### config.mk
export PLATFORM = sky130hd
export DESIGN_NAME = lap_stopwatch
export DESIGN_NICKNAME = d
export VERILOG_FILES = /design/src/rtl/stopwatch_pkg.sv /design/src/rtl/bcd_digit.sv /design/src/rtl/lap_stopwatch.sv
export SDC_FILE = /design/constraint.sdc
export NUM_CORES = 1
export LEC_CHECK = 0
export CORE_MARGIN = 10
export CORE_UTILIZATION = 50
export DETAILED_ROUTE_END_ITERATION = 6
export PLACE_DENSITY = 0.74
export SETUP_SLACK_MARGIN = 0.15
export SYNTH_ARGS = -nofsm -noshare
export SYNTH_HDL_FRONTEND = slang
export SYNTH_SLANG_ARGS = --single-unit
### constraint.sdc
create_clock -name clk -period 3.86 [get_ports clk]
set_input_delay 0.772 -clock clk [delete_from_list [all_inputs] [get_ports clk]]
set_output_delay 0.772 -clock clk [all_outputs]
set_load 0.01 [all_outputs]
### src/rtl/stopwatch_pkg.sv
// Shared state codes, sel mode codes and 7-segment helpers for the lap stopwatch.
package stopwatch_pkg;

    typedef enum logic [1:0] {
        ST_IDLE  = 2'b00,
        ST_RUN   = 2'b01,
        ST_PAUSE = 2'b10,
        ST_DONE  = 2'b11
    } state_t;

    localparam logic [1:0] MODE_UP_ZERO = 2'b00;
    localparam logic [1:0] MODE_UP_LOAD = 2'b01;
    localparam logic [1:0] MODE_DN_NINE = 2'b10;
    localparam logic [1:0] MODE_DN_LOAD = 2'b11;

    localparam logic [6:0] SEG_BLANK = 7'h7F;

    // Active-low gfedcba patterns, entry n shows digit n.
    localparam logic [9:0][6:0] SEG_LUT = {
        7'h10, 7'h00, 7'h78, 7'h02, 7'h12,
        7'h19, 7'h30, 7'h24, 7'h79, 7'h40
    };

    function automatic logic [6:0] seg7_decode(input logic [3:0] d);
        if (d > 4'd9) begin
            return SEG_BLANK;
        end
        return SEG_LUT[d];
    endfunction

    function automatic logic [3:0] clamp_bcd(input logic [3:0] n);
        return (n > 4'd9) ? 4'd9 : n;
    endfunction

endpackage

### src/rtl/bcd_digit.sv
// One BCD digit stepped up or down by a carry/borrow input.
module bcd_digit (
    input  logic [3:0] d,
    input  logic       down,
    input  logic       cin,
    output logic [3:0] q_c,
    output logic       cout_c
);

    always_comb begin
        q_c    = d;
        cout_c = 1'b0;
        if (cin) begin
            if (down) begin
                if (d == 4'd0) begin
                    q_c    = 4'd9;
                    cout_c = 1'b1;
                end else begin
                    q_c = d - 4'd1;
                end
            end else begin
                if (d == 4'd9) begin
                    q_c    = 4'd0;
                    cout_c = 1'b1;
                end else begin
                    q_c = d + 4'd1;
                end
            end
        end
    end

endmodule

### src/rtl/lap_stopwatch.sv
// BCD up/down stopwatch with lap hold and a multiplexed 7-segment scan.
module lap_stopwatch
    import stopwatch_pkg::*;
#(
    parameter int unsigned NDIG        = 4,
    parameter int unsigned LDIG        = 2,
    parameter int unsigned TICK_DIV    = 1000000,
    parameter int unsigned REFRESH_DIV = 100000
) (
    input  logic                clk,
    input  logic                R,
    input  logic                P,
    input  logic                L,
    input  logic [4*LDIG-1:0]   load,
    input  logic [1:0]          sel,
    input  logic                wrap,
    output logic [4*NDIG-1:0]   count,
    output logic [NDIG-1:0]     an,
    output logic [6:0]          sseg,
    output logic [1:0]          cstate,
    output logic                done
);

    localparam int unsigned CW = 4 * NDIG;
    localparam int unsigned PW = $clog2(TICK_DIV);
    localparam int unsigned RW = $clog2(REFRESH_DIV);
    localparam int unsigned IW = $clog2(NDIG);
    localparam logic [CW-1:0] ALL9 = {NDIG{4'h9}};

    state_t          state, state_nxt;
    logic            down_q;
    logic [PW-1:0]   presc;
    logic [RW-1:0]   rcnt;
    logic [IW-1:0]   idx;
    logic            lap_act;
    logic [CW-1:0]   lap_q;

    logic            tick_c;
    logic [NDIG-1:0] cin_c;
    logic [NDIG-1:0] cout_c;
    logic [CW-1:0]   cnt_nxt_c;
    logic [CW-1:0]   term_c;
    logic [CW-1:0]   start_c;
    logic [CW-1:0]   disp_c;
    logic [3:0]      digit_c;
    logic            wrap_ev_c;
    logic            hit_term_c;
    logic            lap_ev_c;

    assign tick_c   = (state == ST_RUN) && (presc == PW'(TICK_DIV - 1));
    assign term_c   = down_q ? '0 : ALL9;
    assign lap_ev_c = L && ((state == ST_RUN) || (state == ST_PAUSE));
    assign cstate   = state;

    // Lookahead carry: a digit steps when every lower digit is at its rollover value.
    always_comb begin
        logic run;
        cin_c = '0;
        run   = tick_c;
        for (int g = 0; g < int'(NDIG); g++) begin
            cin_c[g] = run;
            run      = run && (count[4*g +: 4] == (down_q ? 4'd0 : 4'd9));
        end
    end

    for (genvar g = 0; g < int'(NDIG); g++) begin : g_dig
        bcd_digit u_digit (
            .d      (count[4*g +: 4]),
            .down   (down_q),
            .cin    (cin_c[g]),
            .q_c    (cnt_nxt_c[4*g +: 4]),
            .cout_c (cout_c[g])
        );
    end

    // A full wrap rolls every digit over at once.
    assign wrap_ev_c  = &cout_c;
    assign hit_term_c = tick_c && !wrap && ((cnt_nxt_c == term_c) || wrap_ev_c);

    always_comb begin
        start_c = '0;
        case (sel)
            MODE_UP_ZERO: start_c = '0;
            MODE_DN_NINE: start_c = ALL9;
            default: begin
                for (int i = 0; i < int'(LDIG); i++) begin
                    start_c[4*(int'(NDIG) - int'(LDIG) + i) +: 4] = clamp_bcd(load[4*i +: 4]);
                end
            end
        endcase
    end

    always_ff @(posedge clk) begin
        if (R) begin
            state <= ST_IDLE;
        end else begin
            state <= state_nxt;
        end
    end

    always_comb begin
        state_nxt = state;
        case (state)
            ST_IDLE:  if (P) state_nxt = ST_RUN;
            ST_RUN: begin
                if (hit_term_c) begin
                    state_nxt = ST_DONE;
                end else if (P) begin
                    state_nxt = ST_PAUSE;
                end
            end
            ST_PAUSE: if (P) state_nxt = ST_RUN;
            ST_DONE:  state_nxt = ST_DONE;
            default:  state_nxt = ST_IDLE;
        endcase
    end

    assign disp_c  = lap_act ? lap_q : count;
    assign digit_c = disp_c[4*idx +: 4];

    always_ff @(posedge clk) begin
        if (R) begin
            down_q  <= sel[1];
            count   <= start_c;
            presc   <= '0;
            rcnt    <= '0;
            idx     <= '0;
            lap_act <= 1'b0;
            lap_q   <= '0;
            an      <= '1;
            sseg    <= SEG_BLANK;
            done    <= 1'b0;
        end else begin
            done <= (state_nxt == ST_DONE);
            if (state == ST_RUN) begin
                presc <= tick_c ? '0 : presc + PW'(1);
            end
            // Without wrap a rollover freezes the count at the terminal value.
            if (tick_c && !(wrap_ev_c && !wrap)) begin
                count <= cnt_nxt_c;
            end
            if (lap_ev_c) begin
                if (lap_act) begin
                    lap_act <= 1'b0;
                end else begin
                    lap_act <= 1'b1;
                    lap_q   <= count;
                end
            end
            if (rcnt == RW'(REFRESH_DIV - 1)) begin
                rcnt <= '0;
                idx  <= (idx == IW'(NDIG - 1)) ? '0 : idx + IW'(1);
            end else begin
                rcnt <= rcnt + RW'(1);
            end
            an   <= ~(NDIG'(1) << idx);
            sseg <= seg7_decode(digit_c);
        end
    end

endmodule

==> impl_metrics.py <==
metrics = {
    "hold_path": {
        "hp-class": "register to register",
    },
    "die": {
        "die_area_mm2": 0.0147,
        "row_count": 36,
        "die_w_um": 121,
        "core_area_mm2": 0.00986,
        "start_util_pct": 51.8,
        "die_h_um": 121,
        "ios": 45,
    },
    "setup_path": {
        "crit_buf_inv": 1,
        "crit_required_ps": 3810,
        "start_kind": "register",
        "cp.arrival_ps": 3170,
        "max_stage_delay_ps": 490,
        "crit_chain": "ha_1 > and4_1 > and3_1 > nand4_1 > nor2_1 > buf_4 > nand2_1 > o21ai_0 > nand2b_1",
        "cp_max_fo": 16,
        "crit_type": "register to register",
        "cp_slowest_cell": "nand2b_1",
        "path_delay_family": "simple AND/OR/NAND/NOR gates",
        "critPathCaptureType": "register",
    },
    "routing": {
        "drt_iter0_markers": 354,
        "ant_nets": 0,
        "drt-pass1-iter-count": 5,
        "via_count": 4541,
        "wire_per_inst_um": 15.5,
        "wl_um": 12100,
        "drcViolationCount": 0,
        "avgViaCountPerCell": 5.81,
    },
    "clock_tree": {
        "clk_transition_reported_paths_ps": 90,
        "cts_sinks": 87,
        "worstSkewPairLatency_ps": 370,
        "root_buffer": "clkbuf_8",
        "cts_tree": "built",
        "cts_max_level": 3,
        "cts_hold_buf": 0,
        "cts_setup_buffers": 0,
        "cts_resized": 0,
        "cts_buffers": 9,
        "clk_path_buf_depth": 2,
    },
    "flow_run": {
        "max-cap-violations": 0,
    },
    "sta": {
        "worst_slack_ps": 636,
        "fmax_mhz": 310,
        "finalSetupTns_ps": 0,
        "timing.final.crit_share_pct": 83.5,
        "finalCriticalPeriod_ps": 3220,
        "worst_pin_slew_ps": 867,
        "relSlewSlack_pct": 42.2,
        "skew_ps": 8.77,
        "hold_viol": 0,
        "setup_viol": 0,
        "rsz0062_at_grt": "no",
        "maxSlewViolCount": 0,
    },
    "power": {
        "vdd_drop_max_v": 0.000241,
        "p_total_mw": 1.98,
        "power.density_mw_per_mm2": 339,
        "leakagePower_nw": 2.06,
    },
    "yosys": {
        "synthArstFlopShare_pct": 0,
        "yosysUniqueCellTypes": 70,
        "synth_edf_count": 17,
        "yosysSeqAreaShare_pct": 37.4,
        "synth_area_per_cell_um2": 8.29,
        "syn_area_mm2": 0.00511,
        "synth_area_leader_cell": "dfxtp_1",
        "yosys_warnings": 0,
        "ys_seq_elements": 87,
        "yosys_most_used_dff": "dfxtp_1",
        "syn_inst": 617,
        "syn_nets": 644,
        "synth.area.top_cells": "dfxtp_1, edfxtp_1, nand2_1, nor2_1, a21oi_1",
        "synth_top_area_share_pct": 27.4,
    },
    "finish": {
        "area_growth_pct": 14.2,
        "finish.utilization_pct": 59.2,
        "fill_cells": 852,
        "seqCellArea_mm2": 0.00191,
        "fin_nets": 670,
        "design_area_mm2": 0.00584,
        "drive_gt1_share_pct": 7.72,
        "diodes": 0,
        "multi_input_area_mm2": 0.00298,
    },
    "place": {
        "gp_congestion": 0.914,
        "placed_area_mm2": 0.00563,
        "portBuffers": 44,
        "hpwl_um": 8740,
        "post-place-ws_ps": 661,
    },
    "grt": {
        "grt_pass1_vias": 4240,
        "grt.overflow.total": 0,
        "track_usage_pct": 16.8,
        "antenna_found_initial": 0,
        "grt_pass1_wl_um": 20300,
        "grt_start_max_net_pins": 39,
    },
    "run_status": {
        "outcome": "completed",
    },
}
## path summary, 6_finish.rpt
path	start	end	slack, ps	cells after the start
setup / recovery	cstate[0]	count[0]	640	9
hold / removal	rcnt[0]	rcnt[0]	450	1
setup reg to reg	cstate[0]	count[0]	640	9
hold reg to reg	rcnt[0]	rcnt[0]	450	1
## where the power goes
part	leakage (nW)	switching, mW	internal (mW)
Combinational	1.22	0.166	0.142
Sequential	0.738	0.0409	0.960
Clock	0.103	0.362	0.307
## per-layer routing
metal / track usage (%) / vias to the layer above / wire length [um]
li1: - / 2242 / -
met5: 0 / - / 0
met3: 3.58 / 21 / 786
met1: 20.7 / 2134 / 5300
met2: 28.0 / 144 / 5770
met4: 6.33 / 0 / 241
## registers in the layout (all words and copies together) (netlist names)
name     cells
rcnt        17
presc       20
sseg         7
done         1
cstate       2
lap_act      1
lap_q       16
an           4
down_q       1
idx          2
count       16
## per-stage QoR
stage,hold WS (ps),cells
floorplan,418,617
global placement,428,765
detailed placement,435,765
CTS,455,781
global route,483,781
finish,447,781
## synth_stat cells, types with 2 or more instances
| cell | number |
|---|---|
| a211o_1 | 3 |
| a211oi_1 | 6 |
| a21boi_0 | 4 |
| a21oi_1 | 42 |
| a31oi_1 | 3 |
| and2_1 | 3 |
| and3_1 | 8 |
| and3b_1 | 2 |
| and4_1 | 3 |
| clkbuf_1 | 36 |
| dfxtp_1 | 70 |
| edfxtp_1 | 17 |
| ha_1 | 12 |
| inv_1 | 17 |
| mux2i_1 | 10 |
| mux4_2 | 8 |
| nand2_1 | 75 |
| nand2b_1 | 16 |
| nand3_1 | 19 |
| nand3b_1 | 3 |
| nand4_1 | 14 |
| nor2_1 | 73 |
| nor2b_1 | 7 |
| nor3_1 | 11 |
| nor3b_1 | 3 |
| nor4_1 | 5 |
| nor4b_1 | 5 |
| o211ai_1 | 5 |
| o21a_1 | 4 |
| o21ai_0 | 37 |
| o21bai_1 | 2 |
| o22ai_1 | 5 |
| o31a_1 | 2 |
| o31ai_1 | 3 |
| or2_2 | 4 |
| or3_1 | 9 |
| or4_1 | 2 |
| xnor2_1 | 14 |
| xor2_1 | 24 |
## placed cells by master, fill, tap and decap left out, types with 8 or more instances in the layout
master / Yosys / final
nand4_1: 14 / 14
o21ai_0: 37 / 37
and3_1: 8 / 8
a21oi_1: 42 / 42
mux4_2: 8 / 8
xor2_1: 24 / 24
dfxtp_1: 70 / 70
nand3_1: 19 / 19
clkbuf_8: 0 / 9
edfxtp_1: 17 / 17
nand2b_1: 16 / 16
nand2_1: 75 / 75
or3_1: 9 / 9
clkdlybuf4s50_1: 0 / 43
inv_1: 17 / 17
xnor2_1: 14 / 14
mux2i_1: 10 / 10
ha_1: 12 / 12
nor2_1: 73 / 73
nor3_1: 11 / 11
buf_4: 0 / 10
## kinds of logic after synthesis
logic type / count (synthesis) / share of synthesized area [%]
flops: 87 / 37.4
xor+xnor: 38 / 6.51
buf+inv: 57 / 4.36
mux: 19 / 5.70
fa+ha+maj: 12 / 2.94
simple gates: 270 / 26.6
compound gates: 134 / 16.5
## layout make-up
cell class	count	share of cell area, %
clock buffers	9	2.12
multi-input cells	473	51.0
well taps	133	2.85
repair buffers	54	8.74
clock inverters	7	1.41
flip-flops and latches	87	32.7
inverters	18	1.16
Note: power is estimated with default switching activity, not from simulation.
